<file path="config.mk">
export PLATFORM = sky130hd
export DESIGN_NAME = multicycle_control
export DESIGN_NICKNAME = d
export VERILOG_FILES = /design/src/rtl/multicycle_control.sv
export SDC_FILE = /design/constraint.sdc
export NUM_CORES = 1
export LEC_CHECK = 0
export CORE_MARGIN = 5
export CORE_UTILIZATION = 40
export DETAILED_ROUTE_END_ITERATION = 7
export PLACE_DENSITY = 0.79
export SYNTH_ARGS = -nofsm -noshare
export SYNTH_HDL_FRONTEND = slang
export SYNTH_SLANG_ARGS = --single-unit
</file>
<file path="constraint.sdc">
create_clock -name ck -period 3 [get_ports ck]
set_clock_uncertainty 0.15 [all_clocks]
set_input_delay 0.9 -clock ck [delete_from_list [all_inputs] [get_ports ck]]
set_output_delay 0.9 -clock ck [all_outputs]
set_load 0.01 [all_outputs]
</file>
<file path="src/rtl/multicycle_control.sv">
// Main control unit for the multicycle MIPS core: Moore FSM, ALU decoder,
// overflow-suppressed writeback and a sticky trap flag.
module multicycle_control (
    input  logic       ck,
    input  logic       reset,
    input  logic [5:0] Op,
    input  logic [5:0] Funct,
    input  logic       overflow,
    output logic       IorD,
    output logic       IRWrite,
    output logic       RegDest,
    output logic       MemtoReg,
    output logic       RegWrite,
    output logic       ALUSrcA,
    output logic       Branch,
    output logic       PCWrite,
    output logic       MemWrite,
    output logic [1:0] ALUSrcB,
    output logic [1:0] PCSrc,
    output logic [2:0] ALUControl,
    output logic       trap,
    output logic [3:0] state
);

    typedef enum logic [3:0] {
        FETCH    = 4'd0,
        DECODE   = 4'd1,
        MEMADR   = 4'd2,
        MEMREAD  = 4'd3,
        MEMWB    = 4'd4,
        MEMWRITE = 4'd5,
        EXECUTE  = 4'd6,
        ALUWB    = 4'd7,
        BRANCH   = 4'd8,
        ADDIEXEC = 4'd9,
        ADDIWB   = 4'd10,
        JUMP     = 4'd11
    } state_t;

    localparam logic [5:0] OP_RTYPE = 6'b000000;
    localparam logic [5:0] OP_LW    = 6'b100011;
    localparam logic [5:0] OP_SW    = 6'b101011;
    localparam logic [5:0] OP_BEQ   = 6'b000100;
    localparam logic [5:0] OP_ADDI  = 6'b001000;
    localparam logic [5:0] OP_J     = 6'b000010;

    localparam logic [5:0] F_ADD = 6'b100000;
    localparam logic [5:0] F_SUB = 6'b100010;
    localparam logic [5:0] F_AND = 6'b100100;
    localparam logic [5:0] F_OR  = 6'b100101;
    localparam logic [5:0] F_SLT = 6'b101010;

    state_t     state_q, state_d;
    logic       ovf_q, ovf_d;
    logic       trap_q, trap_d;
    logic [1:0] alu_op;

    function automatic logic funct_legal(input logic [5:0] f);
        return (f == F_ADD) || (f == F_SUB) || (f == F_AND) ||
               (f == F_OR)  || (f == F_SLT);
    endfunction

    function automatic logic funct_arith(input logic [5:0] f);
        return (f == F_ADD) || (f == F_SUB);
    endfunction

    always_ff @(posedge ck or posedge reset) begin
        if (reset) begin
            state_q <= FETCH;
            ovf_q   <= 1'b0;
            trap_q  <= 1'b0;
        end else begin
            state_q <= state_d;
            ovf_q   <= ovf_d;
            trap_q  <= trap_d;
        end
    end

    // Next state, overflow capture and trap accumulation.
    always_comb begin
        state_d = FETCH;
        ovf_d   = ovf_q;
        trap_d  = trap_q;
        case (state_q)
            FETCH:    state_d = DECODE;
            DECODE: begin
                case (Op)
                    OP_LW, OP_SW: state_d = MEMADR;
                    OP_RTYPE:     state_d = EXECUTE;
                    OP_BEQ:       state_d = BRANCH;
                    OP_ADDI:      state_d = ADDIEXEC;
                    OP_J:         state_d = JUMP;
                    default: begin
                        state_d = FETCH;
                        trap_d  = 1'b1;
                    end
                endcase
            end
            MEMADR:   state_d = (Op == OP_SW) ? MEMWRITE : MEMREAD;
            MEMREAD:  state_d = MEMWB;
            EXECUTE: begin
                state_d = ALUWB;
                ovf_d   = overflow & funct_arith(Funct);
                if (!funct_legal(Funct) || ovf_d)
                    trap_d = 1'b1;
            end
            ADDIEXEC: begin
                state_d = ADDIWB;
                ovf_d   = overflow;
                if (overflow)
                    trap_d = 1'b1;
            end
            default:  state_d = FETCH;
        endcase
        // Every return to FETCH starts the next instruction with a clean flag.
        if (state_d == FETCH)
            ovf_d = 1'b0;
    end

    // Moore outputs decoded from the state register only (plus ovf_q).
    always_comb begin
        IorD     = 1'b0;
        IRWrite  = 1'b0;
        RegDest  = 1'b0;
        MemtoReg = 1'b0;
        RegWrite = 1'b0;
        ALUSrcA  = 1'b0;
        Branch   = 1'b0;
        PCWrite  = 1'b0;
        MemWrite = 1'b0;
        ALUSrcB  = 2'b00;
        PCSrc    = 2'b00;
        alu_op   = 2'b00;
        case (state_q)
            FETCH: begin
                IRWrite = 1'b1;
                PCWrite = 1'b1;
                ALUSrcB = 2'b01;
            end
            DECODE:   ALUSrcB = 2'b11;
            MEMADR: begin
                ALUSrcA = 1'b1;
                ALUSrcB = 2'b10;
            end
            MEMREAD:  IorD = 1'b1;
            MEMWB: begin
                MemtoReg = 1'b1;
                RegWrite = 1'b1;
            end
            MEMWRITE: begin
                IorD     = 1'b1;
                MemWrite = 1'b1;
            end
            EXECUTE: begin
                ALUSrcA = 1'b1;
                alu_op  = 2'b10;
            end
            ALUWB: begin
                RegDest  = 1'b1;
                RegWrite = !ovf_q;
            end
            BRANCH: begin
                ALUSrcA = 1'b1;
                alu_op  = 2'b01;
                Branch  = 1'b1;
                PCSrc   = 2'b01;
            end
            ADDIEXEC: begin
                ALUSrcA = 1'b1;
                ALUSrcB = 2'b10;
            end
            ADDIWB:   RegWrite = !ovf_q;
            JUMP: begin
                PCWrite = 1'b1;
                PCSrc   = 2'b10;
            end
            default: ;
        endcase
    end

    // ALU decoder; unknown functs fall back to add.
    always_comb begin
        ALUControl = 3'b010;
        case (alu_op)
            2'b01: ALUControl = 3'b110;
            2'b10: begin
                case (Funct)
                    F_ADD:   ALUControl = 3'b010;
                    F_SUB:   ALUControl = 3'b110;
                    F_AND:   ALUControl = 3'b000;
                    F_OR:    ALUControl = 3'b001;
                    F_SLT:   ALUControl = 3'b111;
                    default: ALUControl = 3'b010;
                endcase
            end
            default: ALUControl = 3'b010;
        endcase
    end

    assign trap  = trap_q;
    assign state = state_q;

endmodule

</file>
==> results of run 1 <==
==> stage by stage <==
step	hold slack, ns	util (%)	std cells	setup TNS (ns)
final	0.347	74.8	176	0
after CTS	0.349	72.2	176	0
after detailed placement	0.339	69.5	171	-1.29
after global placement	0.306	69.5	171	-1.18
after floorplan	0.362	-	102	0
after global routing	0.371	74.8	176	-0.0962
==> routing by layer <==
| layer | GRT usage [%] | share of wire [%] | vias up |
|---|---|---|---|
| met5 | 0 | 0 | - |
| met4 | 6.38 | 1.1 | 0 |
| met3 | 2.82 | 6.6 | 2 |
| met2 | 38.6 | 56 | 32 |
| met1 | 16.7 | 36 | 449 |
| li1 | - | - | 459 |
==> cell type report <==
class | instances | area (um2)
inverters | 6 | 22.5
well taps | 25 | 31.3
clock buffers | 3 | 22.5
multi-input cells | 81 | 589
fillers | 136 | 439
flip-flops and latches | 6 | 150
repair buffers | 55 | 490
==> power by group <==
part           leakage, nW  total (mW)  switching, mW  internal (mW)
clock               0.0138      0.0763         0.0310         0.0454
combinational        0.524       0.493          0.228          0.265
sequential          0.0757       0.114         0.0165         0.0972
total                0.613       0.683          0.276          0.408
==> logic make-up after synthesis <==
logic type                 synth area share (%)
AOI/OAI and AO/OA                          19.7
xor gates and xnor gates                   3.54
adders and majority gates                  5.05
buffers and inverters                      9.43
DFF                                        20.2
muxes                                      4.04
and+or+nand+nor                            38.0
==> state kept, by name, indices dropped and copies added, names as in the netlist <==
name / flops
ovf_q: 1
trap: 1
state: 4
==> final timing paths <==
path	from	slack [ns]	cells past startpoint	to
worst min register to register	trap$_DFFE_PP0P_	0.35	1	trap$_DFFE_PP0P_
worst max register to register	state[0]$_DFF_PP0_	1.05	7	ovf_q$_DFFE_PP0P_
worst max-delay path	state[2]$_DFF_PP0_	0.02	6	ALUControl[0]
max in group asynchronous	reset	1.82	2	state[2]$_DFF_PP0_
min in group asynchronous	reset	0.70	2	state[3]$_DFF_PP0_
worst min-delay path	trap$_DFFE_PP0P_	0.35	1	trap$_DFFE_PP0P_
==> worst reg2reg max path: stages (launching register included) <==
cell and delay, ns:
dfrtp_1 0.41, buf_4 0.18, nor2b_1 0.14, buf_4 0.16, nor2b_1 0.15, o211ai_1 0.08, nand3_1 0.12, o41a_1 0.44
==> cells in the final DEF, fill, tap and decap left out, types with 2 or more instances in the layout <==
master	synthesis	layout
nor2b_1	5	4
xnor2_1	2	2
dlygate4sd2_1	0	5
nand2_1	6	6
a31o_2	2	2
ha_4	0	2
dfrtp_1	6	6
nand3_1	8	8
o21ai_0	5	5
nor3_1	6	6
dlymetal6s2s_1	0	3
and3_1	2	2
a21oi_1	4	3
nor3b_1	3	2
nor2_1	11	9
mux2i_1	3	3
inv_1	6	6
buf_2	2	3
nand4_1	2	2
clkbuf_4	0	3
buf_4	1	19
clkdlybuf4s50_1	0	24
==> timing repair <==
action	CTS	global route
setup buffers	2	0
resized for setup	25	9
setup endpoints to repair	6	5
==> results.py, run 1 <==
metrics = {
    "min_path": {
        "hold_path_class": "reg2reg",
    },
    "timing": {
        "min_period_over_period_pct": 99.3,
        "rsz0062_at_grt": "yes",
        "setup_ws_ns": 0.0198,
        "relSlewSlack_pct": 76.8,
        "hold_viol": 0,
        "min_period_ns": 2.98,
        "fmax_mhz": 336,
        "tightest_slew_ns": 0.345,
        "slew_violations": 0,
        "setup_violations": 0,
    },
    "finish": {
        "drive_above_1_share_pct": 27.8,
        "areaGrowthSynthToFinish_pct": 75.8,
        "nNetsFinal": 171,
        "finalInstanceArea_mm2": 0.00131,
        "diodes": 0,
    },
    "setup_path": {
        "crit_family": "simple AND/OR/NAND/NOR gates",
        "cp_slowest_cell": "dfrtp_1",
        "critPathMaxStageDelay_ns": 0.39,
        "path_max_fanout": 4,
        "worstSetupPathType": "reg2out",
        "startpoint_type": "flop",
        "crit_chain": "or2b_1 > or3_4 > ha_4 > nand3_1 > a21oi_2 > buf_2",
        "cp-end-kind": "output port",
        "crit_buf_inv": 1,
        "critPathArrivalTime_ns": 1.93,
        "crit_required_ns": 1.95,
    },
    "grt": {
        "grt_pass1_wl_um": 3780,
        "grt_max_degree": 13,
        "overflow": 0,
        "antenna_found_initial": 0,
        "grt_usage_pct": 18.2,
        "grt_pass1_vias": 890,
    },
    "route": {
        "routed_wl_um": 2440,
        "drtIter0Drc": 9,
        "route.detailed.drc": 0,
        "vias": 942,
        "ant_nets": 0,
        "via_per_inst": 5.35,
        "firstDrtPassIters": 4,
        "wl_per_cell_um": 13.9,
    },
    "die": {
        "die_height_um": 53.1,
        "rows": 15,
        "io_pins": 36,
        "die_area_mm2": 0.00282,
        "start_util_pct": 42.6,
        "core_mm2": 0.00175,
        "fp.dieW_um": 53.1,
    },
    "yosys": {
        "yosysUniqueCellTypes": 39,
        "ys_warn_count": 0,
        "synthCells": 102,
        "synth-seq-area-share_pct": 20.2,
        "synth_top_area_share_pct": 20.2,
        "synthMostInstantiatedCell": "nor2_1",
        "syn_avg_cell_area_um2": 7.29,
        "yosysTopAreaCell": "dfrtp_1",
        "async_reset_ff_share_pct": 100,
        "synth_area_leaders": "dfrtp_1 (20%), nor2_1 (5.6%), nand3_1 (5.4%)",
        "syn-num-nets": 120,
        "ys_seq_elements": 6,
        "synthesis.area_um2": 743,
        "synth_common_cells": "nor2_1 (11), nand3_1 (8)",
        "synthFlopType": "dfrtp_1",
        "synth_edf_count": 0,
    },
    "cts": {
        "path_clk_slew_ns": 0.04,
        "ctsHoldBuffers": 0,
        "numClockSinks": 6,
        "cts.htree.levels": 1,
        "clock_latency_ns": 0.25,
        "clk_path_buf_depth": 2,
        "numCtsBuffers": 3,
        "cts_tree": "yes",
        "clockRootBuffer": "clkbuf_4",
    },
    "place": {
        "dpl_worst_slack_ns": -0.460,
        "dpl.hpwl_um": 1840,
        "gp_congestion": 0.876,
        "place.port_buffers": 35,
        "placed_cell_area_mm2": 0.00121,
    },
    "power_and_ir_drop": {
        "leakage_nw": 0.613,
        "ir_drop_mv": 0.370,
        "power.density_mw_per_mm2": 523,
        "fin_total_pwr_mw": 0.683,
    },
    "outcome": {
        "status": "completed",
    },
    "run": {
        "max_cap_viol_count": 0,
    },
}
Note: power is estimated with default switching activity, not from simulation.
==> inputs of run 2 (changes only) <==
--- a/config.mk
+++ b/config.mk
@@ -5,6 +5,7 @@
 export SDC_FILE = /design/constraint.sdc
 export NUM_CORES = 1
 export LEC_CHECK = 0
+export ABC_CLOCK_PERIOD_IN_PS = 3000
 export CORE_MARGIN = 5
 export CORE_UTILIZATION = 40
 export DETAILED_ROUTE_END_ITERATION = 7
==> results of run 2 <==
The final DEF is identical to that of run 1; final timing and power are the same.
==> inputs of run 3 (changes only) <==
--- a/config.mk
+++ b/config.mk
@@ -9,7 +9,7 @@
 export CORE_MARGIN = 5
 export CORE_UTILIZATION = 40
 export DETAILED_ROUTE_END_ITERATION = 7
-export PLACE_DENSITY = 0.79
+export PLACE_DENSITY_LB_ADDON = 0.12
 export SYNTH_ARGS = -nofsm -noshare
 export SYNTH_HDL_FRONTEND = slang
 export SYNTH_SLANG_ARGS = --single-unit
==> results.py, run 3 (synthesis results as in run 1) <==
metrics = {
    "outcome": {
        "status": "completed",
    },
    "timing": {
        "fmax_mhz": 337,
        "rsz0062_at_grt": "yes",
        "hold_viol": 0,
        "min_period_over_period_pct": 99.0,
        "relSlewSlack_pct": 82.6,
        "tightest_slew_ns": 0.259,
        "setup_ws_ns": 0.0288,
        "slew_violations": 0,
        "setup_tns_ns": 0,
        "min_period_ns": 2.97,
        "setup_violations": 0,
    },
    "die": {
        "die_area_mm2": 0.00282,
        "io_pins": 36,
        "rows": 15,
        "core_mm2": 0.00175,
        "start_util_pct": 42.6,
        "die_height_um": 53.1,
        "fp.dieW_um": 53.1,
    },
    "route": {
        "ant_nets": 0,
        "via_per_inst": 5.24,
        "wl_per_cell_um": 12.9,
        "route.detailed.drc": 0,
        "routed_wl_um": 2310,
        "vias": 933,
        "firstDrtPassIters": 4,
        "drtIter0Drc": 15,
    },
    "finish": {
        "largest_reg_flops": 4,
        "final_cell_mix": "clkdlybuf4s50_1 (24), buf_4 (21), nor2_1 (9)",
        "drive_above_1_share_pct": 33.3,
        "diodes": 0,
        "nFillCells": 132,
        "areaGrowthSynthToFinish_pct": 83.2,
        "final_common_cell": "clkdlybuf4s50_1",
        "nNetsFinal": 173,
    },
    "cts": {
        "clock_latency_ns": 0.25,
        "ctsHoldBuffers": 0,
        "path_clk_slew_ns": 0.04,
        "numClockSinks": 6,
        "clk_path_buf_depth": 2,
        "numCtsBuffers": 3,
        "cts_tree": "yes",
        "clockRootBuffer": "clkbuf_4",
        "cts.htree.levels": 1,
    },
    "grt": {
        "grt_pass1_wl_um": 3710,
        "grt_usage_pct": 17.8,
        "grt_pass1_vias": 935,
        "grt_max_degree": 10,
        "antenna_found_initial": 0,
        "overflow": 0,
    },
    "place": {
        "place.port_buffers": 35,
        "gp_congestion": 0.894,
        "dpl.hpwl_um": 1840,
        "dpl_worst_slack_ns": -0.479,
    },
    "min_path": {
        "hold_path_class": "reg2reg",
        "whs_path_depth": 1,
        "whs_endpoint": "trap$_DFFE_PP0P_",
        "hold_start": "trap$_DFFE_PP0P_",
    },
    "setup_path": {
        "startpoint_type": "primary input",
        "rr_startpoint": "state[0]$_DFF_PP0_",
        "crit_required_ns": 1.95,
        "critPathArrivalTime_ns": 1.92,
        "worstSetupPathType": "in2out",
        "crit_path_start": "Funct[4]",
        "regToRegSetupSlack_ns": 1.00,
        "cp-end-kind": "output port",
        "path_max_fanout": 4,
        "r2r_end": "ovf_q$_DFFE_PP0P_",
        "ff2ff_path_depth": 7,
    },
    "power_and_ir_drop": {
        "leakage_nw": 0.632,
        "ir_drop_mv": 0.329,
        "power.density_mw_per_mm2": 516,
    },
    "run": {
        "max_cap_viol_count": 0,
    },
}
run 3: worst max-delay path by stage:
stage,endpoint,slack [ns],depth (start not counted)
6_report,ALUControl[2],0.03,5
5_1_grt,ALUControl[2],-0.06,7
4_1_cts,ALUControl[0],-0.11,6
3_5_place_dp,ALUControl[2],-0.48,5
3_3_place_gp,ALUControl[2],-0.43,5
2_1_floorplan,ALUControl[0],0.20,7
run 3: per-stage QoR:
stage | std cells | power [mW] | utilization, % | hold WS, ns | instance area, um2
finish | 178 | 0.702 | 78.0 | 0.322 | 1360
global route | 178 | 0.757 | 78.0 | 0.367 | 1360
CTS | 178 | 0.686 | 73.4 | 0.323 | 1280
detailed placement | 174 | 0.603 | 70.8 | 0.308 | 1230
global placement | 174 | 0.600 | 70.8 | 0.310 | 1230
floorplan | 102 | 0.349 | - | 0.362 | 743
run 3: final cells by class:
| cell class | instances | area [um2] | area share [%] |
|---|---|---|---|
| Inverter | 6 | 25.0 | 1.84 |
| Tap cell | 25 | 31.3 | 2.30 |
| Timing Repair Buffer | 57 | 513 | 37.7 |
| Multi-Input combinational cell | 81 | 618 | 45.4 |
| Sequential cell | 6 | 151 | 11.1 |
| Clock buffer | 3 | 22.5 | 1.65 |
run 3: timing repair:
action	CTS	global route
setup buffers	1	0
setup endpoints to repair	6	6
pin swaps	0	6
gates resized for setup	17	25
gates cloned	0	0
run 3: power by group:
part           leakage, nW  switching (mW)  internal (mW)
logic                0.544           0.230          0.282
registers           0.0741          0.0157         0.0977
clock network       0.0138          0.0315         0.0454
total                0.632           0.277          0.425
run 3: critical path, cell delays in order:
cell,delay [ns]
clkdlybuf4s50_1,0.44
nor2b_4,0.17
a41oi_2,0.13
nor2b_1,0.14
buf_2,0.14
run 3: per-layer routing:
metal | wire (um) | share of wire (%) | GRT usage (%)
met4 | 50 | 2.2 | 8.09
met3 | 143 | 6.2 | 4.23
met5 | 0 | 0 | 0
met1 | 903 | 39 | 17.9
met2 | 1210 | 52 | 33.9
